$ cat src/rtl/mux_pkg.sv
// Shared constants and helpers for the pipelined channel multiplexer.
package mux_pkg;

    localparam logic MODE_DIRECT      = 1'b0;
    localparam logic MODE_ROUND_ROBIN = 1'b1;

    // Index width that never collapses to zero bits.
    function automatic int clog2_min1(input int n);
        int r;
        r = $clog2(n);
        return (r < 1) ? 1 : r;
    endfunction

endpackage

$ cat src/rtl/rr_arbiter.sv
// Combinational round-robin search: first requester at or above ptr, wrapping modulo N.
module rr_arbiter
    import mux_pkg::*;
#(
    parameter  int N    = 4,
    localparam int SELW = clog2_min1(N)
) (
    input  logic [N-1:0]    req,
    input  logic [SELW-1:0] ptr,
    input  logic            enable,
    output logic            gnt_valid,
    output logic [SELW-1:0] gnt_idx
);

    localparam logic [SELW:0] N_EXT = (SELW+1)'(N);

    logic [2**SELW-1:0] req_pad;
    logic [SELW-1:0]    cand [N];

    assign req_pad = (2**SELW)'(req);

    // cand[k] is the channel visited k steps after ptr.
    generate
        for (genvar gi = 0; gi < N; gi++) begin : g_cand
            logic [SELW:0] sum;
            assign sum      = {1'b0, ptr} + (SELW+1)'(gi);
            assign cand[gi] = (sum >= N_EXT) ? SELW'(sum - N_EXT) : sum[SELW-1:0];
        end
    endgenerate

    // Scan from the farthest candidate down so the nearest one wins.
    always_comb begin
        gnt_valid = 1'b0;
        gnt_idx   = '0;
        for (int k = N - 1; k >= 0; k--) begin
            if (req_pad[cand[k]]) begin
                gnt_valid = enable;
                gnt_idx   = cand[k];
            end
        end
    end

endmodule

$ cat src/rtl/pipe_mux.sv
// N-channel registered multiplexer with valid/ready handshakes; direct or round-robin select.
module pipe_mux
    import mux_pkg::*;
#(
    parameter  int WIDTH = 32,
    parameter  int N     = 4,
    localparam int SELW  = clog2_min1(N)
) (
    input  logic               clk,
    input  logic               rst_n,
    input  logic               mode,
    input  logic [SELW-1:0]    sel,
    input  logic [N-1:0]       in_valid,
    input  logic [N*WIDTH-1:0] in_data,
    output logic [N-1:0]       in_ready,
    output logic               out_valid,
    output logic [WIDTH-1:0]   out_data,
    output logic [SELW-1:0]    out_ch,
    input  logic               out_ready
);

    localparam logic [SELW:0]   N_EXT = (SELW+1)'(N);
    localparam logic [SELW-1:0] LAST  = SELW'(N - 1);

    logic               out_valid_reg;
    logic [WIDTH-1:0]   out_data_reg;
    logic [SELW-1:0]    out_ch_reg;
    logic [SELW-1:0]    ptr_reg;
    logic [SELW-1:0]    ptr_next;
    logic [WIDTH-1:0]   data_next;
    logic [2**SELW-1:0] valid_pad;
    logic               accept;
    logic               dir_valid;
    logic               rr_valid;
    logic [SELW-1:0]    rr_idx;
    logic               gnt_valid;
    logic [SELW-1:0]    gnt_idx;
    logic               xfer;

    assign accept    = !out_valid_reg || out_ready;
    assign valid_pad = (2**SELW)'(in_valid);
    // An out-of-range sel is masked here so it can never grant.
    assign dir_valid = ({1'b0, sel} < N_EXT) && valid_pad[sel];

    rr_arbiter #(.N(N)) u_rr (
        .req       (in_valid),
        .ptr       (ptr_reg),
        .enable    (mode == MODE_ROUND_ROBIN),
        .gnt_valid (rr_valid),
        .gnt_idx   (rr_idx)
    );

    assign gnt_valid = rst_n && ((mode == MODE_ROUND_ROBIN) ? rr_valid : dir_valid);
    assign gnt_idx   = (mode == MODE_ROUND_ROBIN) ? rr_idx : sel;
    assign xfer      = accept && gnt_valid;
    assign ptr_next  = (gnt_idx == LAST) ? '0 : gnt_idx + 1'b1;

    generate
        for (genvar gi = 0; gi < N; gi++) begin : g_ready
            assign in_ready[gi] = xfer && (gnt_idx == SELW'(gi));
        end
    endgenerate

    always_comb begin
        data_next = '0;
        for (int i = 0; i < N; i++) begin
            if (gnt_idx == SELW'(i)) begin
                data_next = in_data[i*WIDTH +: WIDTH];
            end
        end
    end

    always_ff @(posedge clk or negedge rst_n) begin
        if (!rst_n) begin
            out_valid_reg <= 1'b0;
            out_data_reg  <= '0;
            out_ch_reg    <= '0;
            ptr_reg       <= '0;
        end else if (xfer) begin
            out_valid_reg <= 1'b1;
            out_data_reg  <= data_next;
            out_ch_reg    <= gnt_idx;
            if (mode == MODE_ROUND_ROBIN) begin
                ptr_reg <= ptr_next;
            end
        end else if (out_ready) begin
            out_valid_reg <= 1'b0;
        end
    end

    assign out_valid = out_valid_reg;
    assign out_data  = out_data_reg;
    assign out_ch    = out_ch_reg;

endmodule

$ cat config.mk
export PLATFORM = sky130hd
export DESIGN_NAME = pipe_mux
export DESIGN_NICKNAME = d
export VERILOG_FILES = /design/src/rtl/mux_pkg.sv /design/src/rtl/rr_arbiter.sv /design/src/rtl/pipe_mux.sv
export SDC_FILE = /design/constraint.sdc
export NUM_CORES = 1
export LEC_CHECK = 0
export CORE_MARGIN = 3
export CORE_UTILIZATION = 37
export CTS_BUF_LIST = sky130_fd_sc_hd__clkbuf_2
export DETAILED_ROUTE_END_ITERATION = 7
export GPL_ROUTABILITY_DRIVEN = 0
export GPL_TIMING_DRIVEN = 0
export PLACE_DENSITY = 0.79
export SLEW_MARGIN = 20
export SYNTH_ARGS = -nofsm -noshare
export SYNTH_HDL_FRONTEND = slang
export SYNTH_HIERARCHICAL = 1
export SYNTH_SLANG_ARGS = --single-unit
$ cat constraint.sdc
create_clock -name clk -period 3.35 [get_ports clk]
set_input_delay 0.67 -clock clk [delete_from_list [all_inputs] [get_ports clk]]
set_output_delay 0.67 -clock clk [all_outputs]
set_load 0.01 [all_outputs]
==> flow_metrics.py, run 1 <==
metrics = {
    "floorplanning": {
        "die_x_um": 90.15,
        "initial_core_util_pct": 38.35,
        "die-area_mm2": 0.008127,
        "coreArea_mm2": 0.006832,
        "die_h_um": 90.15,
        "io_pins": 177,
        "num_rows": 30,
    },
    "yosys": {
        "synth_area_mm2": 0.002620,
        "syn_inst": 271,
        "async_reset_ff_share_pct": 100.0,
        "yosysTopAreaCell": "dfrtp_1",
        "synth_mux_area_share_pct": 19.68,
        "synth_fa_ha_area_share_pct": 1.910,
        "synth_fp_nets": 413,
        "synth_seq_area_share_pct": 35.34,
        "post_synth.cell_area_avg_um2": 9.668,
        "synthFlopType": "dfrtp_1",
        "synth_compound_area_share_pct": 24.21,
        "synth_top_family_by_area": "compound AO/OA/AOI/OAI gates",
        "ys_seq_elements": 37,
        "ys_types": 28,
        "ys_warn_count": 6,
        "synth_top_area_share_pct": 35.34,
        "synth_edf_count": 0,
        "synth-simple-area-share_pct": 13.71,
        "netlist_top_cells_area": "dfrtp_1 35%, mux2_4 15%, a221oi_1 10%",
        "synthXorXnorAreaFrac_pct": 0,
    },
    "clock_network": {
        "tritoncts": "built",
        "cts_hold_buf": 0,
        "clock-sinks": 37,
        "cts.root.buffer_cell": "clkbuf_2",
        "ctsHtreeMaxLevel": 2,
        "clk_latency_ns": 0.38,
        "clockBufferDepth": 2,
        "clk_pin_slew_ns": 0.19,
        "cts_buffers": 5,
    },
    "cells_and_area": {
        "fill_cells": 555,
        "layout-drive-gt1-share_pct": 15.88,
        "diodes": 0,
        "instances_no_fill": 562,
        "fin_nets": 608,
        "area.growth.synth_to_final_pct": 79.51,
        "largest_reg_flops": 32,
    },
    "worst_hold_path": {
        "min_path_type": "input port to async pin",
    },
    "pwr": {
        "switching_share_pct": 35.99,
        "ir_worst_vdd_v": 0.0002941,
        "power_frac_comb_pct": 63.3,
        "p_total_mw": 2.673,
        "seq_power_share_pct": 29.3,
        "clockPowerShare_pct": 7.4,
        "p_leak_nw": 1.912,
        "p_int_mw": 1.711,
        "power.density_mw_per_mm2": 568.4,
        "p_switching_uw": 962.1,
    },
    "detailed_routing": {
        "drc": 0,
        "ant_nets": 0,
        "drt_iter0_markers": 120,
        "wl_mm": 9.798,
        "num_vias": 2974,
        "viasPerCell": 5.292,
        "dr.pass1.iters": 4,
        "wl_per_cell_um": 17.43,
    },
    "critical_path": {
        "cp-start-kind": "input port",
        "crit_arrival_ns": 2.61,
        "worst-r2r-cell-count": 10,
        "r2r-end": "out_data[20]",
        "endpoint_kind": "primary output",
        "critPathRequiredTime_ns": 2.68,
        "r2r-start": "ptr_reg[1]",
        "reg2reg_setup_slack_ns": 0.47,
        "cp_max_fo": 10,
        "critical_path_class": "input port to primary output",
    },
    "timing": {
        "slew_headroom_pct": 60.52,
        "max_freq_mhz": 304.5,
        "worst_slew_pin_slew_ns": 0.5922,
        "fin_crit_sh_pct": 98.04,
        "setup_slack_ns": 0.06569,
        "fin_skew_ns": 0.01254,
        "fin_crit_ns": 3.284,
        "drv_slew": 0,
        "setup_violations": 0,
        "hold_viol": 0,
        "whs_ns": 0.2117,
    },
    "place": {
        "dp_cells": 544,
        "dp_slack_ns": -0.9735,
        "portBuffers": 176,
        "hpwl_mm": 7.366,
    },
    "global_route": {
        "grt_pass1_vias": 2981,
        "grtUsageTotal_pct": 23.23,
        "grt_pass1_wl_mm": 15.43,
        "antenna_found_initial": 0,
        "grt_max_degree": 23,
        "grt_overflow": 0,
    },
    "run_status": {
        "status": "finished clean",
    },
    "job": {
        "drv_cap": 0,
    },
}
## power groups by stage
stage          combinational [mW]  clock, mW  sequential (mW)
2_1_floorplan               0.737          0            0.877
4_1_cts                      1.67      0.202            0.782
5_1_grt                      1.81      0.221            0.813
6_report                     1.69      0.197            0.783
3_5_place_dp                 1.62          0            0.790
3_3_place_gp                 1.59          0            0.777
## stage by stage
step                utilization, %  cell area [µm²]  TNS (ns)
floorplan                        -             2620         0
global placement             65.90             4502    -23.66
detailed placement           66.23             4524    -10.47
CTS                          68.00             4646         0
global route                 68.85             4703  -0.03953
finish                       68.85             4703         0
## layout make-up
cell class | count | area (µm²) | area share [%]
Timing Repair Buffer | 190 | 1879 | 39.96
Buffer | 22 | 128.9 | 2.740
Sequential cell | 37 | 925.9 | 19.69
Inverter | 5 | 18.77 | 0.3990
Multi-Input combinational cell | 205 | 1597 | 33.95
Tap cell | 96 | 120.1 | 2.554
Clock inverter | 1 | 3.754 | 0.07981
Clock buffer | 6 | 30.03 | 0.6385
## what timing repair did
action                                  in CTS  in global routing
setup buffers                                8                  5
pin swaps                                    3                  3
endpoints found under the setup margin       4                  3
resized for setup                           18                  8
## metal layers
| layer | wire [µm] | part of all wire, % | GRT usage (%) | vias up |
|---|---|---|---|---|
| li1 | - | - | - | 1398 |
| met2 | 4913 | 50 | 40.76 | 141 |
| met1 | 3901 | 40 | 28.35 | 1420 |
| met3 | 835 | 8.5 | 6.192 | 15 |
| met4 | 147 | 1.5 | 5.485 | 0 |
| met5 | 0 | 0 | 0 | - |
## cells in the final DEF (no fill, tap or decap), drive strengths merged
master,count
clkdlybuf4s50,166
nor2,40
dfrtp,37
nand2,35
mux2,35
a221oi,32
o31ai,31
clkbuf,23
buf,21
inv,5
nand2b,4
and2,4
o21ai,4
dlygate4sd2,4
a21oi,4
ha,4
dlymetal6s2s,3
nor2b,2
a211oi,2
mux2i,2
o32a,1
o21a,1
a221o,1
o22a,1
clkinv,1
clkdlybuf4s15,1
nor3b,1
a21boi,1
## critical path, cell delays in order
cell,delay (ns)
clkdlybuf4s50_1,0.62
a21boi_0,0.24
and2_1,0.26
a221oi_4,0.07
nor2_4,0.16
buf_6,0.18
and2_1,0.14
dlygate4sd2_1,0.26
## worst max-delay path by stage
stage | startpoint | to | slack [ns] | depth (start not counted)
floorplan | in_valid[3] | in_ready[2] | 0.46 | 10
global placement | rst_n | in_ready[0] | -1.51 | 6
detailed placement | in_valid[3] | in_ready[2] | -0.97 | 12
CTS | in_valid[0] | in_ready[1] | 0.02 | 11
global route | mode | in_ready[0] | -0.03 | 8
finish | mode | in_ready[0] | 0.07 | 8
## cells by family after synthesis
logic type / Yosys count
flops: 37
fa+ha+maj: 4
mux: 37
buf+inv: 29
simple gates: 86
compound gates: 78
## cells in the mapped netlist (5+ instances only)
master    count
a221oi_1     31
inv_1         5
nand2_1      35
mux2_4       27
dfrtp_1      37
nor2_1       39
clkbuf_1     18
o31ai_1      31
mux2_2        8
(Power assumes the default switching activity.)
==> inputs of run 2 (changes only) <==
Settings changed: GPL_ROUTABILITY_DRIVEN 0 to default.
==> results of run 2 <==
Final layout, timing and power as in run 1 (identical DEF).
==> inputs of run 3 (changes only) <==
Settings changed: CTS_CLUSTER_DIAMETER from default to 40, SLEW_MARGIN 20 to 40.
==> run 3 against run 2 <==
Setup slack gained 0.0058 ns. Combinational power shrank 2%. Clock power barely moved. Sequential share of layout area grew 0.35 points. Clock skew up 0.0010 ns. Cell count fell by 1.4%. Cell area fell by 1.8%. Die area unchanged. Maximum frequency increased by 0.18%. Sequential power is essentially flat. Register-to-register slack better by 0.04 ns. Critical path type unchanged. Critical endpoint unchanged. Largest power group unchanged.
==> flow_metrics.py, run 3 (synthesis results as in run 1) <==
metrics = {
    "run_status": {
        "status": "finished clean",
    },
    "critical_path": {
        "r2r-start": "ptr_reg[1]",
        "max_stage_delay_ns": 0.53,
        "endpoint_kind": "primary output",
        "cp-start-kind": "input port",
        "path_cells": "clkdlybuf4s50_1 -> a21boi_0 -> and2_1 -> a221oi_4 -> nor2_4 -> buf_6 -> and2_1 -> dlygate4sd2_1",
        "cp_max_fo": 10,
        "cp_slowest_cell": "clkdlybuf4s50_1",
        "crit_arrival_ns": 2.61,
        "critical_path_class": "input port to primary output",
        "critPathRequiredTime_ns": 2.68,
        "worst-r2r-cell-count": 10,
        "r2r-end": "out_data[25]",
        "path_common_cell": "and2_1",
        "reg2reg_setup_slack_ns": 0.51,
    },
    "clock_network": {
        "cts_hold_buf": 0,
        "clockBufferDepth": 2,
        "clock-sinks": 37,
        "clk_latency_ns": 0.37,
        "ctsHtreeMaxLevel": 2,
        "clk_pin_slew_ns": 0.20,
        "tritoncts": "built",
        "cts_buffers": 5,
        "cts.root.buffer_cell": "clkbuf_2",
    },
    "detailed_routing": {
        "wl_per_cell_um": 17.50,
        "wl_mm": 9.695,
        "ant_nets": 0,
        "drc": 0,
        "num_vias": 2907,
        "drt_iter0_markers": 128,
        "viasPerCell": 5.247,
        "dr.pass1.iters": 4,
    },
    "place": {
        "placed_area_mm2": 0.004499,
        "portBuffers": 176,
        "place.gp.congestion": 0.7645,
        "dp_slack_ns": -0.9426,
        "hpwl_mm": 7.315,
    },
    "global_route": {
        "grt_overflow": 0,
        "grtUsageTotal_pct": 23.32,
        "grt_max_degree": 41,
        "antenna_found_initial": 0,
        "grt_pass1_vias": 3032,
        "grt_pass1_wl_mm": 15.44,
    },
    "pwr": {
        "p_total_mw": 2.630,
        "power.density_mw_per_mm2": 569.2,
        "ir_worst_vdd_v": 0.0002812,
        "p_leak_nw": 1.867,
    },
    "cells_and_area": {
        "layout-drive-gt1-share_pct": 14.19,
        "fin_area_mm2": 0.004621,
        "mostFrequentLayoutCell": "clkdlybuf4s50_1",
        "area.growth.synth_to_final_pct": 76.36,
        "largest_reg_flops": 32,
        "fin_nets": 599,
        "fill_cells": 584,
        "utilization_pct": 67.64,
        "diodes": 0,
        "mostFrequentLayoutCells": "166 x clkdlybuf4s50_1, 39 x nor2_1, 37 x dfrtp_1",
    },
    "timing": {
        "setup_tns_ns": 0,
        "grt_setup_unrepaired": "no",
        "fin_crit_sh_pct": 97.87,
        "worst_slew_pin_slew_ns": 0.5600,
        "slew_headroom_pct": 62.67,
        "drv_slew": 0,
        "hold_viol": 0,
        "fin_skew_ns": 0.01356,
        "fin_crit_ns": 3.279,
        "max_freq_mhz": 305.0,
        "setup_slack_ns": 0.07145,
        "setup_violations": 0,
    },
    "floorplanning": {
        "die_x_um": 90.15,
        "die-area_mm2": 0.008127,
        "initial_core_util_pct": 38.35,
        "io_pins": 177,
        "coreArea_mm2": 0.006832,
        "die_h_um": 90.15,
        "num_rows": 30,
    },
    "worst_hold_path": {
        "min_path_type": "input port to async pin",
    },
    "job": {
        "drv_cap": 0,
    },
}
==> run 3: cell types whose count changed in the layout (fill, tap and decap cells not counted), sizes merged <==
cell | previous run | this run
clkbuf | 23 | 20
clkinv | 1 | 3
dlygate4sd2 | 4 | 6
buf | 21 | 13
clkdlybuf4s15 | 1 | 0
==> run 3: metal layers <==
layer	track usage (%)	vias to the layer above	routed length [µm]
met4	5.740	0	131
li1	-	1383	-
met2	41.51	119	4880
met1	27.45	1394	3917
met3	6.862	11	765
met5	0	-	0
==> run 3: what timing repair did <==
item | in CTS | in global routing
gates cloned | 0 | 0
pin swaps | 3 | 2
gates resized for setup | 19 | 6
endpoints found under the setup margin | 4 | 3
setup buffers | 4 | 2
==> run 3: final cells by class <==
class	instances	area, µm²	area share, %
tap	96	120.1	2.600
inverter	5	21.27	0.4603
buffer	21	115.1	2.491
sequential	37	925.9	20.04
clock buffer	5	25.02	0.5416
multi-input combinational	205	1597	34.55
clock inverter	3	12.51	0.2708
timing repair buffer	182	1804	39.05
==> run 3: report_power, final <==
part	switching, mW	internal (mW)
combinational	0.676	0.977
clock	0.150	0.0458
sequential	0.125	0.656
total	0.951	1.68
==> run 3: worst max-delay path by stage <==
stage                     start          end  slack [ns]  depth (start not counted)
floorplan           in_valid[3]  in_ready[2]        0.46                         10
global placement          rst_n  in_ready[0]       -1.51                          6
finish                     mode  in_ready[0]        0.07                          8
CTS                 in_valid[2]  in_ready[2]       -0.02                         10
detailed placement  in_valid[3]  in_ready[2]       -0.94                         12
global route               mode  in_ready[0]      0.0001                          8
==> run 3: critical path, delay by kind of cell <==
kind | cells | cell delay, ns
buffers and inverters | 3 | 0.98
AOI/OAI and AO/OA | 2 | 0.49
and+or+nand+nor | 3 | 0.47
==> run 3: per-stage QoR <==
step | instances | hold slack (ns)
floorplan | 271 | 0.3744
global placement | 543 | 0.4828
detailed placement | 543 | 0.4855
CTS | 553 | 0.2070
global route | 554 | 0.2112
finish | 554 | 0.2116
